`src/rtl/clock_display.sv`:
```
// Drives a 4-digit multiplexed 7-segment display from binary hour/min/sec.
// A shift-add-3 engine converts the selected field pair; a prescaler scans the digits.
module clock_display #(
    parameter int unsigned CLK_HZ     = 50000000,
    parameter int unsigned SCAN_HZ    = 1000,
    parameter bit          ACTIVE_LOW = 1'b1
) (
    input  logic       clk,
    input  logic       reset,
    input  logic [4:0] hour,
    input  logic [5:0] min,
    input  logic [5:0] sec,
    input  logic       dot,
    input  logic       mode,
    input  logic       blank_lead,
    output logic [6:0] seg,
    output logic       dp,
    output logic [3:0] an,
    output logic       busy
);

    localparam int unsigned DIV = CLK_HZ / SCAN_HZ;
    localparam int unsigned PW  = (DIV > 2) ? $clog2(DIV) : 1;
    localparam logic [PW-1:0] PRESC_MAX = PW'(DIV - 1);

    typedef enum logic [2:0] {
        S_IDLE,
        S_LOAD,
        S_CONV_L,
        S_CONV_R,
        S_COMMIT
    } state_t;

    state_t        state_q, state_d;
    logic [2:0]    iter_q;
    logic          iter_last;
    logic [5:0]    bin_l_q, bin_r_q;
    logic [7:0]    bcd_l_q, bcd_r_q, adj_l, adj_r;
    logic          blank_lat_q, dot_lat_q;
    logic [3:0]    lt_q, lu_q, rt_q, ru_q;
    logic [3:0]    lt_d, lu_d, rt_d, ru_d;
    logic          disp_dot_q, disp_dot_d, disp_blank_q, disp_blank_d;
    logic [PW-1:0] presc_q;
    logic          tick;
    logic [1:0]    idx_q, idx_d;
    logic [3:0]    digit;
    logic [6:0]    seg_q, seg_act;
    logic [3:0]    an_q, an_act;
    logic          dp_q, dp_act;

    function automatic logic [7:0] add3(input logic [7:0] b);
        logic [7:0] r;
        r = b;
        if (b[3:0] >= 4'd5) r[3:0] = b[3:0] + 4'd3;
        if (b[7:4] >= 4'd5) r[7:4] = b[7:4] + 4'd3;
        return r;
    endfunction

    function automatic logic [6:0] seg_enc(input logic [3:0] d);
        logic [6:0] s;
        case (d)
            4'd0:    s = 7'h3F;
            4'd1:    s = 7'h06;
            4'd2:    s = 7'h5B;
            4'd3:    s = 7'h4F;
            4'd4:    s = 7'h66;
            4'd5:    s = 7'h6D;
            4'd6:    s = 7'h7D;
            4'd7:    s = 7'h07;
            4'd8:    s = 7'h7F;
            4'd9:    s = 7'h6F;
            default: s = 7'h00;
        endcase
        return s;
    endfunction

    always_ff @(posedge clk) begin
        if (reset) state_q <= S_IDLE;
        else       state_q <= state_d;
    end

    assign iter_last = (iter_q == 3'd5);

    always_comb begin
        state_d = state_q;
        case (state_q)
            S_IDLE:   state_d = S_LOAD;
            S_LOAD:   state_d = S_CONV_L;
            S_CONV_L: if (iter_last) state_d = S_CONV_R;
            S_CONV_R: if (iter_last) state_d = S_COMMIT;
            S_COMMIT: state_d = S_IDLE;
            default:  state_d = S_IDLE;
        endcase
    end

    always_comb begin
        busy = (state_q != S_IDLE);
    end

    assign adj_l = add3(bcd_l_q);
    assign adj_r = add3(bcd_r_q);

    always_ff @(posedge clk) begin
        if (reset) begin
            iter_q      <= '0;
            bin_l_q     <= '0;
            bin_r_q     <= '0;
            bcd_l_q     <= '0;
            bcd_r_q     <= '0;
            blank_lat_q <= 1'b0;
            dot_lat_q   <= 1'b0;
        end else begin
            case (state_q)
                S_LOAD: begin
                    bin_l_q     <= mode ? min : {1'b0, hour};
                    bin_r_q     <= mode ? sec : min;
                    bcd_l_q     <= '0;
                    bcd_r_q     <= '0;
                    blank_lat_q <= blank_lead;
                    dot_lat_q   <= dot;
                    iter_q      <= '0;
                end
                S_CONV_L: begin
                    {bcd_l_q, bin_l_q} <= {adj_l[6:0], bin_l_q, 1'b0};
                    iter_q <= iter_last ? 3'd0 : iter_q + 3'd1;
                end
                S_CONV_R: begin
                    {bcd_r_q, bin_r_q} <= {adj_r[6:0], bin_r_q, 1'b0};
                    iter_q <= iter_last ? 3'd0 : iter_q + 3'd1;
                end
                default: ;
            endcase
        end
    end

    // Display next-state is exposed so a tick coinciding with COMMIT sees fresh digits.
    always_comb begin
        lt_d         = lt_q;
        lu_d         = lu_q;
        rt_d         = rt_q;
        ru_d         = ru_q;
        disp_dot_d   = disp_dot_q;
        disp_blank_d = disp_blank_q;
        if (state_q == S_COMMIT) begin
            lt_d         = bcd_l_q[7:4];
            lu_d         = bcd_l_q[3:0];
            rt_d         = bcd_r_q[7:4];
            ru_d         = bcd_r_q[3:0];
            disp_dot_d   = dot_lat_q;
            disp_blank_d = blank_lat_q;
        end
    end

    always_ff @(posedge clk) begin
        if (reset) begin
            lt_q         <= '0;
            lu_q         <= '0;
            rt_q         <= '0;
            ru_q         <= '0;
            disp_dot_q   <= 1'b0;
            disp_blank_q <= 1'b0;
        end else begin
            lt_q         <= lt_d;
            lu_q         <= lu_d;
            rt_q         <= rt_d;
            ru_q         <= ru_d;
            disp_dot_q   <= disp_dot_d;
            disp_blank_q <= disp_blank_d;
        end
    end

    always_comb begin
        tick  = (presc_q == PRESC_MAX);
        idx_d = idx_q + 2'd1;
        case (idx_d)
            2'd0:    digit = ru_d;
            2'd1:    digit = rt_d;
            2'd2:    digit = lu_d;
            default: digit = lt_d;
        endcase
        seg_act = (idx_d == 2'd3 && disp_blank_d && lt_d == 4'd0) ? 7'h00 : seg_enc(digit);
        an_act  = 4'b0001 << idx_d;
        dp_act  = (idx_d == 2'd2) && disp_dot_d;
    end

    always_ff @(posedge clk) begin
        if (reset) begin
            presc_q <= '0;
            idx_q   <= 2'd3;
            seg_q   <= {7{ACTIVE_LOW}};
            an_q    <= {4{ACTIVE_LOW}};
            dp_q    <= ACTIVE_LOW;
        end else begin
            presc_q <= tick ? '0 : presc_q + PW'(1);
            if (tick) begin
                idx_q <= idx_d;
                seg_q <= seg_act ^ {7{ACTIVE_LOW}};
                an_q  <= an_act ^ {4{ACTIVE_LOW}};
                dp_q  <= dp_act ^ ACTIVE_LOW;
            end
        end
    end

    assign seg = seg_q;
    assign an  = an_q;
    assign dp  = dp_q;

endmodule

```
`config.mk`:
```
export PLATFORM = sky130hd
export DESIGN_NAME = clock_display
export DESIGN_NICKNAME = d
export VERILOG_FILES = /design/src/rtl/clock_display.sv
export SDC_FILE = /design/constraint.sdc
export NUM_CORES = 1
export LEC_CHECK = 0
export CORE_MARGIN = 2
export CORE_UTILIZATION = 60
export DETAILED_ROUTE_END_ITERATION = 16
export GPL_TIMING_DRIVEN = 0
export PLACE_DENSITY = 0.82
export RECOVER_POWER = 100
export SYNTH_ARGS = -nofsm -noshare
export SYNTH_HDL_FRONTEND = slang
export SYNTH_SLANG_ARGS = --single-unit
```
`constraint.sdc`:
```
create_clock -name clk -period 6.2 [get_ports clk]
set_clock_uncertainty 0.2 [all_clocks]
set_input_delay 1.24 -clock clk [delete_from_list [all_inputs] [get_ports clk]]
set_output_delay 1.24 -clock clk [all_outputs]
set_load 0.02 [all_outputs]
```
==> results of run 1 <==
## layer usage
layer / global-route usage / up-vias
met2: 0.4153 / 62
met4: 0.09510 / 0
met5: 0 / -
li1: - / 1737
met1: 0.3189 / 1662
met3: 0.03582 / 10
## critical path, stage by stage, from the launching register on
cell and delay (ps):
dfxtp_1 300, clkbuf_1 210, nor3b_4 220, clkbuf_1 430, clkbuf_1 560, clkbuf_1 570
mux2i_1 300, a2bb2oi_1 270, a22o_1 270, inv_1 110, ha_1 190, and2_1 140
a2111oi_0 380, nor3_1 80
## worst min path at each step
| stage | endpoint | slack (ps) |
|---|---|---|
| 3_5_place_dp | bin_r_q[5]$_SDFFE_PP0P_ | 250 |
| 4_1_cts | bin_l_q[5]$_SDFFE_PP0N_ | 260 |
| 6_report | bin_r_q[3]$_SDFFE_PP0P_ | 260 |
| 2_1_floorplan | presc_q[0]$_SDFF_PP0_ | 230 |
| 3_3_place_gp | presc_q[0]$_SDFF_PP0_ | 240 |
| 5_1_grt | bin_r_q[3]$_SDFFE_PP0P_ | 280 |
## state kept, by name (all words and copies together), names as in the netlist, 2 cells and up
| signal | count |
|---|---|
| lt_q | 4 |
| state_q | 3 |
| seg | 7 |
| idx_q | 2 |
| ru_q | 4 |
| lu_q | 4 |
| bin_l_q | 6 |
| bcd_l_q | 8 |
| rt_q | 4 |
| bin_r_q | 6 |
| bcd_r_q | 8 |
| iter_q | 3 |
| presc_q | 16 |
| an | 4 |
## cell usage after synthesis, types with 3 or more instances
library cell	number	area, sq um
dfxtp_1	84	1682
nor2_1	78	292.8
nand2_1	38	142.6
mux2i_1	29	290.3
inv_1	24	90.09
a21oi_1	23	115.1
o21ai_0	19	95.09
ha_1	18	225.2
clkbuf_1	17	63.81
a22oi_1	12	90.09
nand3_1	12	60.06
xnor2_1	12	105.1
nor3_1	10	50.05
xor2_1	10	87.58
mux2_2	9	101.4
nand2b_1	8	50.05
a211oi_1	7	52.55
nand4_1	6	37.54
nor2b_1	6	37.54
a211o_1	4	35.03
nor3b_1	4	30.03
a2111oi_0	3	26.28
a2bb2oi_1	3	26.28
buf_6	3	33.78
nor4b_1	3	26.28
## report_power, final
part	leakage, nW	switching, mW	internal [mW]	total [mW]
clock	0.0917	0.196	0.178	0.374
sequential	0.680	0.0109	0.558	0.569
combinational	0.945	0.0886	0.0535	0.142
## layout make-up
class | instances | share of cell area
repair buffers | 33 | 0.06911
flip-flops and latches | 84 | 0.3518
inverters | 25 | 0.01963
clock buffers | 13 | 0.03534
well taps | 96 | 0.02513
multi-input cells | 344 | 0.4725
plain buffers | 26 | 0.02225
clock inverters | 3 | 0.004188
## cell families (layout without fill, tap and decap cells)
logic type,after synthesis,in the layout,share of synthesized area
compound gates,85,85,0.1375
xor+xnor,22,22,0.04594
fa+ha+maj,18,18,0.05370
buf+inv,51,100,0.05698
flops,84,84,0.4010
mux,39,39,0.09696
simple gates,180,180,0.2079
## metrics by stage
stage / utilization / instance area [sq um]
floorplan: - / 4194
global placement: 0.6836 / 4644
detailed placement: 0.6836 / 4644
CTS: 0.7114 / 4833
global route: 0.7035 / 4780
finish: 0.7035 / 4780
==> impl_metrics.tcl, run 1 <==
set metrics [dict create \
    cts-root-buf "clkbuf_8" \
    seqCellArea_sq_um 1682 \
    hp-class "flop to flop" \
    htreeDepth 3 \
    synth.distinct_cells 54 \
    path_class "flop to flop" \
    grt_pass1_vias 3290 \
    grt_pass1_wl_um 14920 \
    die_w_um 87.61 \
    power_density_nw_per_um2 227.0 \
    rsz0062_at_grt "false" \
    reg2reg_setup_slack_ps 1810 \
    cts_buffers 9 \
    start_util 0.6173 \
    finalCriticalPeriod_ps 4392 \
    syn_to_final_growth_pct 13.96 \
    highest_layer "met4" \
    yosysWarnings 0 \
    seq_area_frac_synth 0.4010 \
    mostFrequentLayoutCells "dfxtp_1 (84), nor2_1 (78), nand2_1 (38)" \
    critPathCaptureType "flop" \
    drv_cap 0 \
    core_area_sq_um 6794 \
    rr_endpoint "seg[0]$_SDFFE_PP1P_" \
    fillerInstances 536 \
    synth-seq-cells 84 \
    boundaryPins 35 \
    drc 0 \
    multiInputGateArea_sq_um 2258 \
    vias 3471 \
    syn-num-nets 519 \
    cts.clk_slew.worst_paths_ps 90 \
    syn-instance-count 479 \
    cts.sinks 84 \
    r2r-start "state_q[0]$_SDFFE_PP0P_" \
    antenna_found_initial 0 \
    synth_top_flop_cell "dfxtp_1" \
    finalSetupTns_ps 0 \
    setup_viol 0 \
    path_max_fanout 10 \
    final_cell_count_no_fill 624 \
    startpoint_type "flop" \
    met1_length_um 3979 \
    hold_slack_ps 261.5 \
    port_buffers 33 \
    r2r_cells 13 \
    route.antenna.remaining_nets 0 \
    critPathLaunch "state_q[0]$_SDFFE_PP0P_" \
    post_synth_instance_area_sq_um 4194 \
    overflow 0 \
    die_area_sq_um 7675 \
    outcome "finished, final reports clean" \
    cts_tree "yes" \
    slew_viol_final 0 \
    diodes 0 \
    drive_above_1_share 0.06818 \
    grt_max_degree 14 \
    dp.cells 608 \
    globalplace.congestion 0.9287 \
    via_per_inst 5.563 \
    p_total_mw 1.085 \
    nets 563 \
    post_cts_buffers 0 \
    async_reset_ff_frac 0 \
    synth_edf_count 0 \
    crit_required_ps 6220 \
    drtIter0Drc 193 \
    holdBufCountCts 0 \
    max-vdd-ir-drop_mv 0.1170 \
    clockBufferDepth 2 \
    dp_slack_ps 2969 \
    layout_commonest_cell "dfxtp_1" \
    routedWlPerCell_um 14.00 \
    clock.fmax_mhz 227.7 \
    slew_headroom 0.4443 \
    critPathCapture "seg[0]$_SDFFE_PP1P_" \
    wl_met3_um 264 \
    first_pass_iters 5 \
    finalWorstSetupSlack_ps 1808 \
    cts_resized 0 \
    wirelength_um 8735 \
    worstMarginPinSlew_ps 821.9 \
    arrival_ps 4410 \
    dr_wl_met2_um 4370 \
    finalCritPeriodShare 0.7085 \
    hold_viol_final 0 \
    p_leak_nw 1.717 \
    place.detailed.hpwl_um 6376 \
    rows 30 \
    die_h_um 87.61 \
    worstHoldStart "bin_r_q[3]$_SDFFE_PP0P_" \
    synth.avg_cell_area_sq_um 8.756 \
    worstSkewPairLatency_ps 350 \
    hold_depth 2 \
    grt_use_total 0.2461 \
]
No activity file was read; power rests on OpenSTA's default activity.
==> run 2: changes to the inputs <==
CORE_UTILIZATION = 58   (was 60)
PLACE_DENSITY = 0.8   (was 0.82)
clock period = 4.11 ns   (was 6.2 ns; I/O delays follow)
==> impl_metrics.tcl, run 2 (same netlist as run 1, synthesis figures left out) <==
set metrics [dict create \
    drtIter0Drc 180 \
    hold_viol_final 0 \
    p_total_mw 1.731 \
    reg_top3 "presc_q x16, bcd_l_q x8, bcd_r_q x8" \
    clock.fmax_mhz 275.8 \
    cts.clk_slew.worst_paths_ps 80 \
    port_buffers 33 \
    finalCritPeriodShare 0.8822 \
    arrival_ps 3660 \
    fin_area_sq_um 4851 \
    cts_buffers 9 \
    htreeDepth 3 \
    holdBufCountCts 0 \
    hp-class "flop to flop" \
    die_w_um 89.04 \
    globalplace.congestion 0.8753 \
    via_per_inst 5.530 \
    max-vdd-ir-drop_mv 0.2416 \
    setup_viol 0 \
    vias 3451 \
    nets 563 \
    cts.sinks 84 \
    outcome "finished, final reports clean" \
    layout_commonest_cell "dfxtp_1" \
    overflow 0 \
    routedWlPerCell_um 13.73 \
    start_util 0.6072 \
    diodes 0 \
    mostFrequentLayoutCells "dfxtp_1 (84), nor2_1 (78), nand2_1 (38)" \
    largest_reg_flops 16 \
    worstMarginPinSlew_ps 654.8 \
    path_class "flop to flop" \
    worstSkewPairLatency_ps 350 \
    top_register "presc_q" \
    final_cell_count_no_fill 624 \
    cts-root-buf "clkbuf_8" \
    grt_pass1_wl_um 14590 \
    p_leak_nw 1.756 \
    die_h_um 89.04 \
    drc 0 \
    rsz0062_at_grt "false" \
    critPathLaunch "state_q[2]$_SDFFE_PP0P_" \
    slew_viol_final 0 \
    grt_use_total 0.2375 \
    die_area_sq_um 7927 \
    first_pass_iters 5 \
    place_area_sq_um 4644 \
    route.antenna.remaining_nets 0 \
    core_area_sq_um 6907 \
    grt_pass1_vias 3203 \
    path_max_fanout 10 \
    rows 30 \
    finalSetupTns_ps 0 \
    boundaryPins 35 \
    startpoint_type "flop" \
    cts_tree "yes" \
    syn_to_final_growth_pct 15.66 \
    power_density_nw_per_um2 356.8 \
    grt_max_degree 15 \
    drive_above_1_share 0.07386 \
    wirelength_um 8566 \
    r2r-start "state_q[2]$_SDFFE_PP0P_" \
    cts_resized 0 \
    clockBufferDepth 2 \
    drv_cap 0 \
    antenna_found_initial 0 \
    worstHoldStart "an[1]$_SDFFE_PP1P_" \
    critPathCaptureType "flop" \
    post_cts_buffers 0 \
    slew_headroom 0.5509 \
    place.detailed.hpwl_um 6262 \
    dp.cells 608 \
    finalCriticalPeriod_ps 3626 \
    crit_required_ps 4140 \
]
[run 2: changes by cell type in the layout (fill, tap and decap cells not counted), moves of 2 or more]
| cell | before | now |
|---|---|---|
| clkinvlp_4 | 2 | 0 |
| bufinv_16 | 0 | 2 |
| buf_6 | 0 | 2 |
| clkbuf_1 | 24 | 20 |
| clkbuf_8 | 12 | 10 |
| clkinv_4 | 0 | 2 |
[run 2: final cells by class]
class                      instances  area (sq um)
multi-input combinational        344          2262
timing repair buffer              33         330.3
buffer                            26         137.6
clock buffer                      10         137.6
tap                               96         120.1
fill                             593          2056
clock inverter                     6         87.58
inverter                          25         93.84
sequential                        84          1682
[run 2: critical path, stage by stage (launching register included)]
cell	delay, ps
dfxtp_1	310
buf_4	150
nor3b_1	210
clkbuf_1	450
buf_12	210
mux2_2	360
a222oi_1	320
mux2i_1	320
ha_1	380
a2111oi_0	490
nor3_1	80
[run 2: metrics by stage]
step | worst slack, ps | hold slack (ps) | utilization
floorplan | 1387 | 229.5 | -
global placement | 1027 | 242.9 | 0.6725
detailed placement | 952.9 | 247.6 | 0.6725
CTS | 923.7 | 259.1 | 0.7051
global route | 385.2 | 280.0 | 0.7024
finish | 484.4 | 257.2 | 0.7024
[run 2: path summary, 6_finish.rpt]
kind                              end  slack [ps]  cells after the start
hold / removal     an[1]$_SDFFE_PP1P_         260                      1
setup reg to reg  seg[3]$_SDFFE_PP1P_         480                     10
setup / recovery  seg[3]$_SDFFE_PP1P_         480                     10
hold reg to reg    an[1]$_SDFFE_PP1P_         260                      1
[run 2: power by group]
group	total, mW	switching (mW)	leakage, nW	internal, mW
Clock	0.658	0.299	0.116	0.359
Combinational	0.214	0.130	0.959	0.0840
Sequential	0.859	0.0171	0.680	0.842
Total	1.73	0.446	1.76	1.28
[run 2: metal layers]
layer	part of all wire	wire, um	track usage
met2	0.48	4122	0.3901
met1	0.47	4033	0.3157
met3	0.026	224	0.03324
met4	0.022	186	0.09769
met5	0	0	0
==> run 3: changes to the inputs <==
ABC_CLOCK_PERIOD_IN_PS = 3750   (was unset)
CAP_MARGIN = 5   (was unset)
clock period = 3.75 ns   (was 4.11 ns; I/O delays follow)
==> impl_metrics.tcl, run 3 (same netlist as run 1, synthesis figures left out) <==
set metrics [dict create \
    htreeDepth 3 \
    cts.clk_slew.worst_paths_ps 80 \
    start_util 0.6072 \
    port_buffers 33 \
    path_class "flop to flop" \
    critPathLaunch "state_q[0]$_SDFFE_PP0P_" \
    drc 0 \
    utilization 0.6996 \
    arrival_ps 3390 \
    outcome "finished, final reports clean" \
    holdBufCountCts 0 \
    place.detailed.hpwl_um 6262 \
    globalplace.congestion 0.8753 \
    finalWorstSetupSlack_ps 376.1 \
    worstHoldStart "an[1]$_SDFFE_PP1P_" \
    via_per_inst 5.564 \
    r2r-start "state_q[0]$_SDFFE_PP0P_" \
    boundaryPins 35 \
    largest_reg_flops 16 \
    wirelength_um 8547 \
    dp_slack_ps 592.9 \
    mostFrequentLayoutCells "dfxtp_1 (84), nor2_1 (78), nand2_1 (38)" \
    startpoint_type "flop" \
    die_w_um 89.04 \
    layout_commonest_cell "dfxtp_1" \
    cts-root-buf "clkbuf_8" \
    fillerInstances 595 \
    setup_viol 0 \
    route.antenna.remaining_nets 0 \
    crit_required_ps 3760 \
    die_h_um 89.04 \
    vias 3472 \
    drive_above_1_share 0.06818 \
    grt_max_degree 15 \
    finalCritPeriodShare 0.8997 \
    worstMarginPinSlew_ps 821.5 \
    post_cts_buffers 0 \
    hp-class "flop to flop" \
    drtIter0Drc 174 \
    finalCriticalPeriod_ps 3374 \
    top_register "presc_q" \
    rows 30 \
    worstSkewPairLatency_ps 350 \
    antenna_found_initial 0 \
    cts_tree "yes" \
    cts.sinks 84 \
    critPathCaptureType "flop" \
    p_total_mw 1.891 \
    core_area_sq_um 6907 \
    grt_pass1_vias 3203 \
    cts_buffers 9 \
    nets 563 \
    clock.fmax_mhz 296.4 \
    grt_pass1_wl_um 14590 \
    grt_use_total 0.2375 \
    reg_top3 "presc_q x16, bcd_l_q x8, bcd_r_q x8" \
    overflow 0 \
    syn_to_final_growth_pct 15.21 \
    first_pass_iters 5 \
    power_density_nw_per_um2 391.3 \
    finalSetupTns_ps 0 \
    diodes 0 \
    drv_cap 0 \
    reg2reg_setup_slack_ps 380 \
    clockBufferDepth 2 \
    hold_viol_final 0 \
    routedWlPerCell_um 13.70 \
    slew_headroom 0.4446 \
    path_max_fanout 10 \
    slew_viol_final 0 \
    cts_resized 0 \
    hold_slack_ps 257.5 \
    p_leak_nw 1.754 \
    max-vdd-ir-drop_mv 0.2640 \
    die_area_sq_um 7927 \
    rsz0062_at_grt "false" \
]
-- run 3: worst max-delay path, cell delays in order (launching register included) --
cell       delay (ps)
dfxtp_1           310
clkbuf_1          190
nor3b_1           310
buf_6             200
buf_12            140
mux2_1            370
a222oi_1          320
mux2i_1           280
ha_1              360
a2111oi_0         480
nor3_1             80
-- run 3: power by group --
| part | total, mW | internal [mW] | switching (mW) |
|---|---|---|---|
| Clock | 0.721 | 0.393 | 0.328 |
| Combinational | 0.229 | 0.0867 | 0.142 |
| Sequential | 0.941 | 0.923 | 0.0181 |
-- run 3: layout make-up --
| class | count | area, sq um | share of cell area |
|---|---|---|---|
| Multi-Input combinational cell | 344 | 2247 | 0.4650 |
| Sequential cell | 84 | 1682 | 0.3480 |
| Timing Repair Buffer | 33 | 330.3 | 0.06836 |
| Clock buffer | 10 | 137.6 | 0.02848 |
| Buffer | 26 | 133.9 | 0.02771 |
| Tap cell | 96 | 120.1 | 0.02486 |
| Inverter | 25 | 93.84 | 0.01942 |
| Clock inverter | 6 | 87.58 | 0.01813 |
-- run 3: path summary, 6_finish.rpt --
path | to | cells past startpoint
max reg2reg | seg[3]$_SDFFE_PP1P_ | 10
max | seg[3]$_SDFFE_PP1P_ | 10
min | an[1]$_SDFFE_PP1P_ | 1
min reg2reg | an[1]$_SDFFE_PP1P_ | 1
-- run 3: routing by layer --
layer  wire, um  global-route usage  share of wire
met1       3914              0.3157           0.46
met2       4155              0.3901           0.49
met3        290             0.03324          0.034
met4        187             0.09769          0.022
met5          0                   0              0
-- run 3: metrics by stage --
step / instances / instance area, sq um
2_1_floorplan: 479 / 4194
5_1_grt: 624 / 4832
3_5_place_dp: 608 / 4644
4_1_cts: 624 / 4870
6_report: 624 / 4832
3_3_place_gp: 608 / 4644
